## src/rtl/uart_pkg.sv

```systemverilog
// Shared UART definitions: FSM state encoding and default timing constants.
// Used by the TX controller and intended for reuse by the RX controller.
package uart_pkg;

    localparam int unsigned SB_TICK_DEF  = 16;   // baud ticks per bit
    localparam int unsigned DVSR_RST_DEF = 650;  // divisor after reset
    localparam int unsigned DVSR_W       = 16;   // divisor register width

    typedef enum logic [2:0] {
        ST_IDLE   = 3'd0,
        ST_START  = 3'd1,
        ST_DATA   = 3'd2,
        ST_PARITY = 3'd3,
        ST_STOP   = 3'd4
    } uart_state_e;

endpackage

```

## src/rtl/uart_tx_shift.sv

```systemverilog
// Transmit data path: loads the byte and its parity bit at the handshake,
// shifts right at each data-bit boundary.
// Ports:
//   load       - capture data_in and compute the parity bit
//   shift      - move to the next data bit (LSB first)
//   data_in    - byte to send
//   par_odd    - 1 = odd parity, 0 = even, sampled on load
//   lsb_next_c - data bit the line carries after this edge
//   par_bit    - parity bit of the loaded byte (registered)
module uart_tx_shift #(
    parameter int unsigned DBIT = 8
) (
    input  logic            clk,
    input  logic            rst,
    input  logic            load,
    input  logic            shift,
    input  logic [DBIT-1:0] data_in,
    input  logic            par_odd,
    output logic            lsb_next_c,
    output logic            par_bit
);

    logic [DBIT-1:0] shreg_q, shreg_d;
    logic            par_q, par_d;

    // Load has priority; shifting only happens while a frame is active.
    always_comb begin
        shreg_d = shreg_q;
        par_d   = par_q;
        if (load) begin
            shreg_d = data_in;
            par_d   = (^data_in) ^ par_odd;
        end else if (shift) begin
            shreg_d = {1'b0, shreg_q[DBIT-1:1]};
        end
    end

    always_ff @(posedge clk) begin
        if (rst) begin
            shreg_q <= '0;
            par_q   <= 1'b0;
        end else begin
            shreg_q <= shreg_d;
            par_q   <= par_d;
        end
    end

    // Lets the controller register tx on the same edge the shift happens.
    assign lsb_next_c = shift ? shreg_q[1] : shreg_q[0];
    assign par_bit    = par_q;

endmodule

```

## src/rtl/uart_tx_ctrl.sv

```systemverilog
// UART transmit controller. Owns the baud divisor and baud_gen enable,
// accepts bytes over valid/ready and serialises start/data/parity/stop.
// Ports:
//   cfg_dvsr/cfg_wr/cfg_err - divisor write; rejected with a pulse when busy
//   dvsr/baud_en/baud_tick  - interface to the external baud_gen
//   par_en/par_odd          - parity options, sampled at handshake
//   tx_data/tx_valid/tx_ready - byte handshake, ready only in IDLE
//   tx_done                 - one-cycle pulse at end of the last stop bit
//   tx                      - serial line, idle high
module uart_tx_ctrl
    import uart_pkg::*;
#(
    parameter int unsigned DBIT      = 8,
    parameter int unsigned SB_TICK   = SB_TICK_DEF,
    parameter int unsigned STOP_BITS = 1,
    parameter int unsigned DVSR_RST  = DVSR_RST_DEF
) (
    input  logic              clk,
    input  logic              rst,
    input  logic [DVSR_W-1:0] cfg_dvsr,
    input  logic              cfg_wr,
    output logic              cfg_err,
    output logic [DVSR_W-1:0] dvsr,
    output logic              baud_en,
    input  logic              baud_tick,
    input  logic              par_en,
    input  logic              par_odd,
    input  logic [DBIT-1:0]   tx_data,
    input  logic              tx_valid,
    output logic              tx_ready,
    output logic              tx_done,
    output logic              tx
);

    localparam int unsigned S_W   = (SB_TICK > 1) ? $clog2(SB_TICK) : 1;
    localparam int unsigned N_MAX = (DBIT > STOP_BITS) ? DBIT : STOP_BITS;
    localparam int unsigned N_W   = (N_MAX > 1) ? $clog2(N_MAX) : 1;

    uart_state_e       state_q, state_d;
    logic [S_W-1:0]    s_q, s_d;
    logic [N_W-1:0]    n_q, n_d;
    logic              tx_q, tx_d;
    logic              tx_ready_q, tx_ready_d;
    logic              baud_en_q, baud_en_d;
    logic              en_prev_q;
    logic              tx_done_q, tx_done_d;
    logic              cfg_err_q, cfg_err_d;
    logic [DVSR_W-1:0] dvsr_q, dvsr_d;
    logic              par_en_q, par_en_d;

    logic tick_c, bit_end_c, load_c, shift_c, lsb_next_c, par_bit;

    // baud_gen holds a stale tick level while disabled, so a tick only
    // counts when it was produced under an enable from the previous cycle.
    assign tick_c    = baud_tick & en_prev_q;
    assign bit_end_c = tick_c && (s_q == S_W'(SB_TICK - 1));
    assign load_c    = (state_q == ST_IDLE) && tx_valid;
    assign shift_c   = (state_q == ST_DATA) && bit_end_c && (n_q != N_W'(DBIT - 1));

    uart_tx_shift #(.DBIT(DBIT)) u_shift (
        .clk       (clk),
        .rst       (rst),
        .load      (load_c),
        .shift     (shift_c),
        .data_in   (tx_data),
        .par_odd   (par_odd),
        .lsb_next_c(lsb_next_c),
        .par_bit   (par_bit)
    );

    // Next-state and next-output logic; tx is computed for the state being entered.
    always_comb begin
        state_d   = state_q;
        s_d       = s_q;
        n_d       = n_q;
        tx_d      = tx_q;
        baud_en_d = baud_en_q;
        tx_done_d = 1'b0;
        cfg_err_d = 1'b0;
        dvsr_d    = dvsr_q;
        par_en_d  = par_en_q;

        if (cfg_wr) begin
            if (state_q == ST_IDLE) dvsr_d = cfg_dvsr;
            else                    cfg_err_d = 1'b1;
        end

        if ((state_q != ST_IDLE) && tick_c) begin
            s_d = bit_end_c ? '0 : s_q + S_W'(1);
        end

        case (state_q)
            ST_IDLE: begin
                tx_d      = 1'b1;
                baud_en_d = 1'b0;
                if (tx_valid) begin
                    par_en_d  = par_en;
                    state_d   = ST_START;
                    s_d       = '0;
                    n_d       = '0;
                    tx_d      = 1'b0;
                    baud_en_d = 1'b1;
                end
            end
            ST_START: begin
                if (bit_end_c) begin
                    state_d = ST_DATA;
                    tx_d    = lsb_next_c;
                end
            end
            ST_DATA: begin
                if (bit_end_c) begin
                    if (n_q == N_W'(DBIT - 1)) begin
                        n_d     = '0;
                        state_d = par_en_q ? ST_PARITY : ST_STOP;
                        tx_d    = par_en_q ? par_bit : 1'b1;
                    end else begin
                        n_d  = n_q + N_W'(1);
                        tx_d = lsb_next_c;
                    end
                end
            end
            ST_PARITY: begin
                if (bit_end_c) begin
                    state_d = ST_STOP;
                    tx_d    = 1'b1;
                end
            end
            ST_STOP: begin
                if (bit_end_c) begin
                    if (n_q == N_W'(STOP_BITS - 1)) begin
                        n_d       = '0;
                        state_d   = ST_IDLE;
                        baud_en_d = 1'b0;
                        tx_done_d = 1'b1;
                    end else begin
                        n_d = n_q + N_W'(1);
                    end
                end
            end
            default: begin
                state_d   = ST_IDLE;
                tx_d      = 1'b1;
                baud_en_d = 1'b0;
            end
        endcase

        tx_ready_d = (state_d == ST_IDLE);
    end

    always_ff @(posedge clk) begin
        if (rst) begin
            state_q    <= ST_IDLE;
            s_q        <= '0;
            n_q        <= '0;
            tx_q       <= 1'b1;
            tx_ready_q <= 1'b1;
            baud_en_q  <= 1'b0;
            en_prev_q  <= 1'b0;
            tx_done_q  <= 1'b0;
            cfg_err_q  <= 1'b0;
            dvsr_q     <= DVSR_W'(DVSR_RST);
            par_en_q   <= 1'b0;
        end else begin
            state_q    <= state_d;
            s_q        <= s_d;
            n_q        <= n_d;
            tx_q       <= tx_d;
            tx_ready_q <= tx_ready_d;
            baud_en_q  <= baud_en_d;
            en_prev_q  <= baud_en_q;
            tx_done_q  <= tx_done_d;
            cfg_err_q  <= cfg_err_d;
            dvsr_q     <= dvsr_d;
            par_en_q   <= par_en_d;
        end
    end

    assign tx       = tx_q;
    assign tx_ready = tx_ready_q;
    assign baud_en  = baud_en_q;
    assign tx_done  = tx_done_q;
    assign cfg_err  = cfg_err_q;
    assign dvsr     = dvsr_q;

endmodule

```

## config.mk

```make
export PLATFORM = sky130hd
export DESIGN_NAME = uart_tx_ctrl
export DESIGN_NICKNAME = d
export VERILOG_FILES = /design/src/rtl/uart_pkg.sv /design/src/rtl/uart_tx_shift.sv /design/src/rtl/uart_tx_ctrl.sv
export SDC_FILE = /design/constraint.sdc
export NUM_CORES = 1
export LEC_CHECK = 0
export CAP_MARGIN = 0
export CORE_UTILIZATION = 40
export CTS_CLUSTER_SIZE = 25
export DETAILED_ROUTE_END_ITERATION = 7
export GPL_ROUTABILITY_DRIVEN = 0
export PLACE_DENSITY = 0.68
export SLEW_MARGIN = 20
export SYNTH_ARGS = -nofsm -noshare
export SYNTH_HDL_FRONTEND = slang
export SYNTH_SLANG_ARGS = --single-unit
```

## constraint.sdc

```tcl
create_clock -name clk -period 2 [get_ports clk]
set_input_delay 0.4 -clock clk [delete_from_list [all_inputs] [get_ports clk]]
set_output_delay 0.4 -clock clk [all_outputs]
set_load 0.005 [all_outputs]
```

==> results.ini <==
[timing]
hold_viol=0
finalCritPeriodShare=0.923
setup_viol=0
fin_tns_setup_ps=0
fin_skew_ps=7.17
rsz0062_at_grt=false
slew_headroom=0.676
finalMaxSlewViolations=0
min_period_ps=1850
max_freq_mhz=542
worst_pin_slew_ps=486

[min_path]
holdPathStages=2
hold_end=dvsr[4]
hp-class=reg2reg
hp-start=dvsr[4]

[final_layout]
finalNonFillerCells=369
n_fill_cell=464
final_nets=336
final_util=0.576
syn_to_final_growth_pct=37.6
drive_above_1_share=0.129
diodes=0

[outcome]
outcome=finished clean

[logic_synthesis]
synth-seq-cells=42
synth_mux_area_frac=0.0157
yosys_warnings=0
async_flop_share=0
yosys.area.top_type=dfxtp_1
yosys.area_share.simple=0.284
synth.area.top_cells=dfxtp_1 (42%), nand2_1 (11%), a21oi_1 (5.8%), nor2_1 (3.4%), ha_1 (2.5%)
synthXorXnorAreaFrac=0.0465
ys_seq_area_frac=0.422
syn_nets=272
ys.flop_type=dfxtp_1
synth_compound_area_frac=0.157
synth_cells=237
synth_fa_ha_area_frac=0.0251
syn-cell-area_mm2=0.00199
synth-edff-count=0
syn_area_per_cell_um2=8.40
synth_top_family_by_area=simple AND/OR/NAND/NOR gates
synth_top_cell_area_share=0.422
synth.distinct_cells=46

[drt]
first_pass_iters=4
drt_first_iter_violations=82
routed_via_density=4.99
vias=1842
routedWlPerCell_um=12.1
drc=0
ant_nets=0
wirelength_um=4460

[setup_path]
critPathArrivalTime_ps=2060
regToRegStartpoint=n_q[0]
timing.rr.end=u_shift.shreg_q[5]
endpoint_kind=register
r2r_slack_ps=150
path_class=reg2reg
critPathLaunchType=register
rr_worst_depth=7
cp.required_ps=2210
crit_fanout=13

[placement]
port_buffers=51
dp_cells=361
dp_hpwl_um=3290

[floorplanning]
start_util=0.419
die_area_mm2=0.00526
num_rows=25
io_pins=52
core_mm2=0.00475
dieWidth_um=72.5
dieHeight_um=72.5

[grt]
grt_usage=0.181
grt_max_degree=30
overflow=0
grt_pass1_wl_um=7360
antenna_found_initial=0
first_global_vias=1654

[clock_network]
cts_sinks=42
cts_tree=done
ctsHoldBuffers=0
numCtsBuffers=5
post_cts_buffers=0
post_cts_resized=0
ctsLongestPathBuffers=2
root_buffer=clkbuf_8
worstSkewPairLatency_ps=300
cts_max_level=2
clkTransAtPathRegs_ps=90

[power]
peakVddDrop_uv=362
p_per_area_mw_per_mm2=651
p_leak_nw=1.02

[flow_run]
max-cap-violations=0

[where the power goes]
part	total, mW	switching (mW)	internal [mW]
Combinational	0.326	0.139	0.187
Clock	0.548	0.302	0.245
Sequential	0.909	0.0253	0.884
Total	1.78	0.467	1.32
[stage by stage]
step,worst slack [ps],power [mW],hold slack [ps],instance area (um2)
after global routing,28.6,1.87,487,2740
after CTS,133,1.81,458,2740
after detailed placement,-13.8,1.26,446,2650
after global placement,17.6,1.25,442,2650
final,155,1.78,457,2740
after floorplan,209,1.09,432,1990
[per-layer routing]
layer | share of wire | GRT usage
met3 | 0.042 | 0.0444
met4 | 0.016 | 0.0719
met5 | 0 | 0
met2 | 0.49 | 0.295
met1 | 0.45 | 0.230
[sequential cells by signal, indices dropped and copies added (netlist names)]
signal           flops
baud_en              1
cfg_err              1
dvsr                16
en_prev_q            1
n_q                  3
par_en_q             1
s_q                  4
state_q              3
tx                   1
tx_done              1
tx_ready             1
u_shift.par_bit      1
u_shift.shreg_q      8
[final cells by class]
cell class	count	area, um2	share of cell area
Multi-Input combinational cell	178	1050	0.384
Sequential cell	42	841	0.307
Timing Repair Buffer	71	661	0.241
Tap cell	67	83.8	0.0306
Clock buffer	5	68.8	0.0251
Clock inverter	3	21.3	0.00777
Inverter	3	11.3	0.00411
[worst max-delay path, cell delays in order, from the launching register on]
cell and delay [ps]:
dfxtp_1 330, ha_1 200, ha_1 230, nor4b_4 330, nand3_2 120, nand2_2 220, nor2_1 90, a311oi_2 250
[cell families after synthesis]
logic type	after synthesis
flops	42
buf+inv	17
compound gates	47
xor+xnor	9
simple gates	115
mux	3
fa+ha+maj	4
[placed cells by master, fill, tap and decap left out, types with 4 or more instances in the layout]
| master | count |
|---|---|
| nand2_1 | 58 |
| xnor2_1 | 5 |
| clkbuf_8 | 5 |
| nor3_1 | 8 |
| and2_1 | 5 |
| nor2_1 | 18 |
| nand3b_1 | 5 |
| dfxtp_1 | 42 |
| buf_4 | 20 |
| ha_1 | 4 |
| clkdlybuf4s50_1 | 51 |
| a21oi_1 | 23 |
| nor2b_1 | 4 |
| o21ai_0 | 6 |
[worst max path at each step]
stage / from / to / slack (ps) / cells past startpoint
global placement: baud_tick / baud_en / 20 / 6
global route: n_q[0] / u_shift.shreg_q[5] / 30 / 7
floorplan: n_q[0] / u_shift.shreg_q[4] / 210 / 8
CTS: n_q[0] / u_shift.shreg_q[5] / 130 / 7
finish: n_q[0] / u_shift.shreg_q[5] / 150 / 7
detailed placement: baud_tick / baud_en / -10 / 6
[cell usage after synthesis, types with 3 or more instances]
library cell  number
nor3_1             8
o21ai_0            6
nor2b_1            4
nand2_1           58
buf_2              3
a21oi_1           23
xor2_1             3
buf_4              4
nor2_1            18
a311oi_2           3
inv_1              3
ha_1               4
clkbuf_1           4
a311oi_1           3
nor3b_1            3
and2_1             5
xnor2_1            5
dfxtp_1           42
o211ai_1           3
nand3b_1           5
Note: power is estimated with default switching activity, not from simulation.
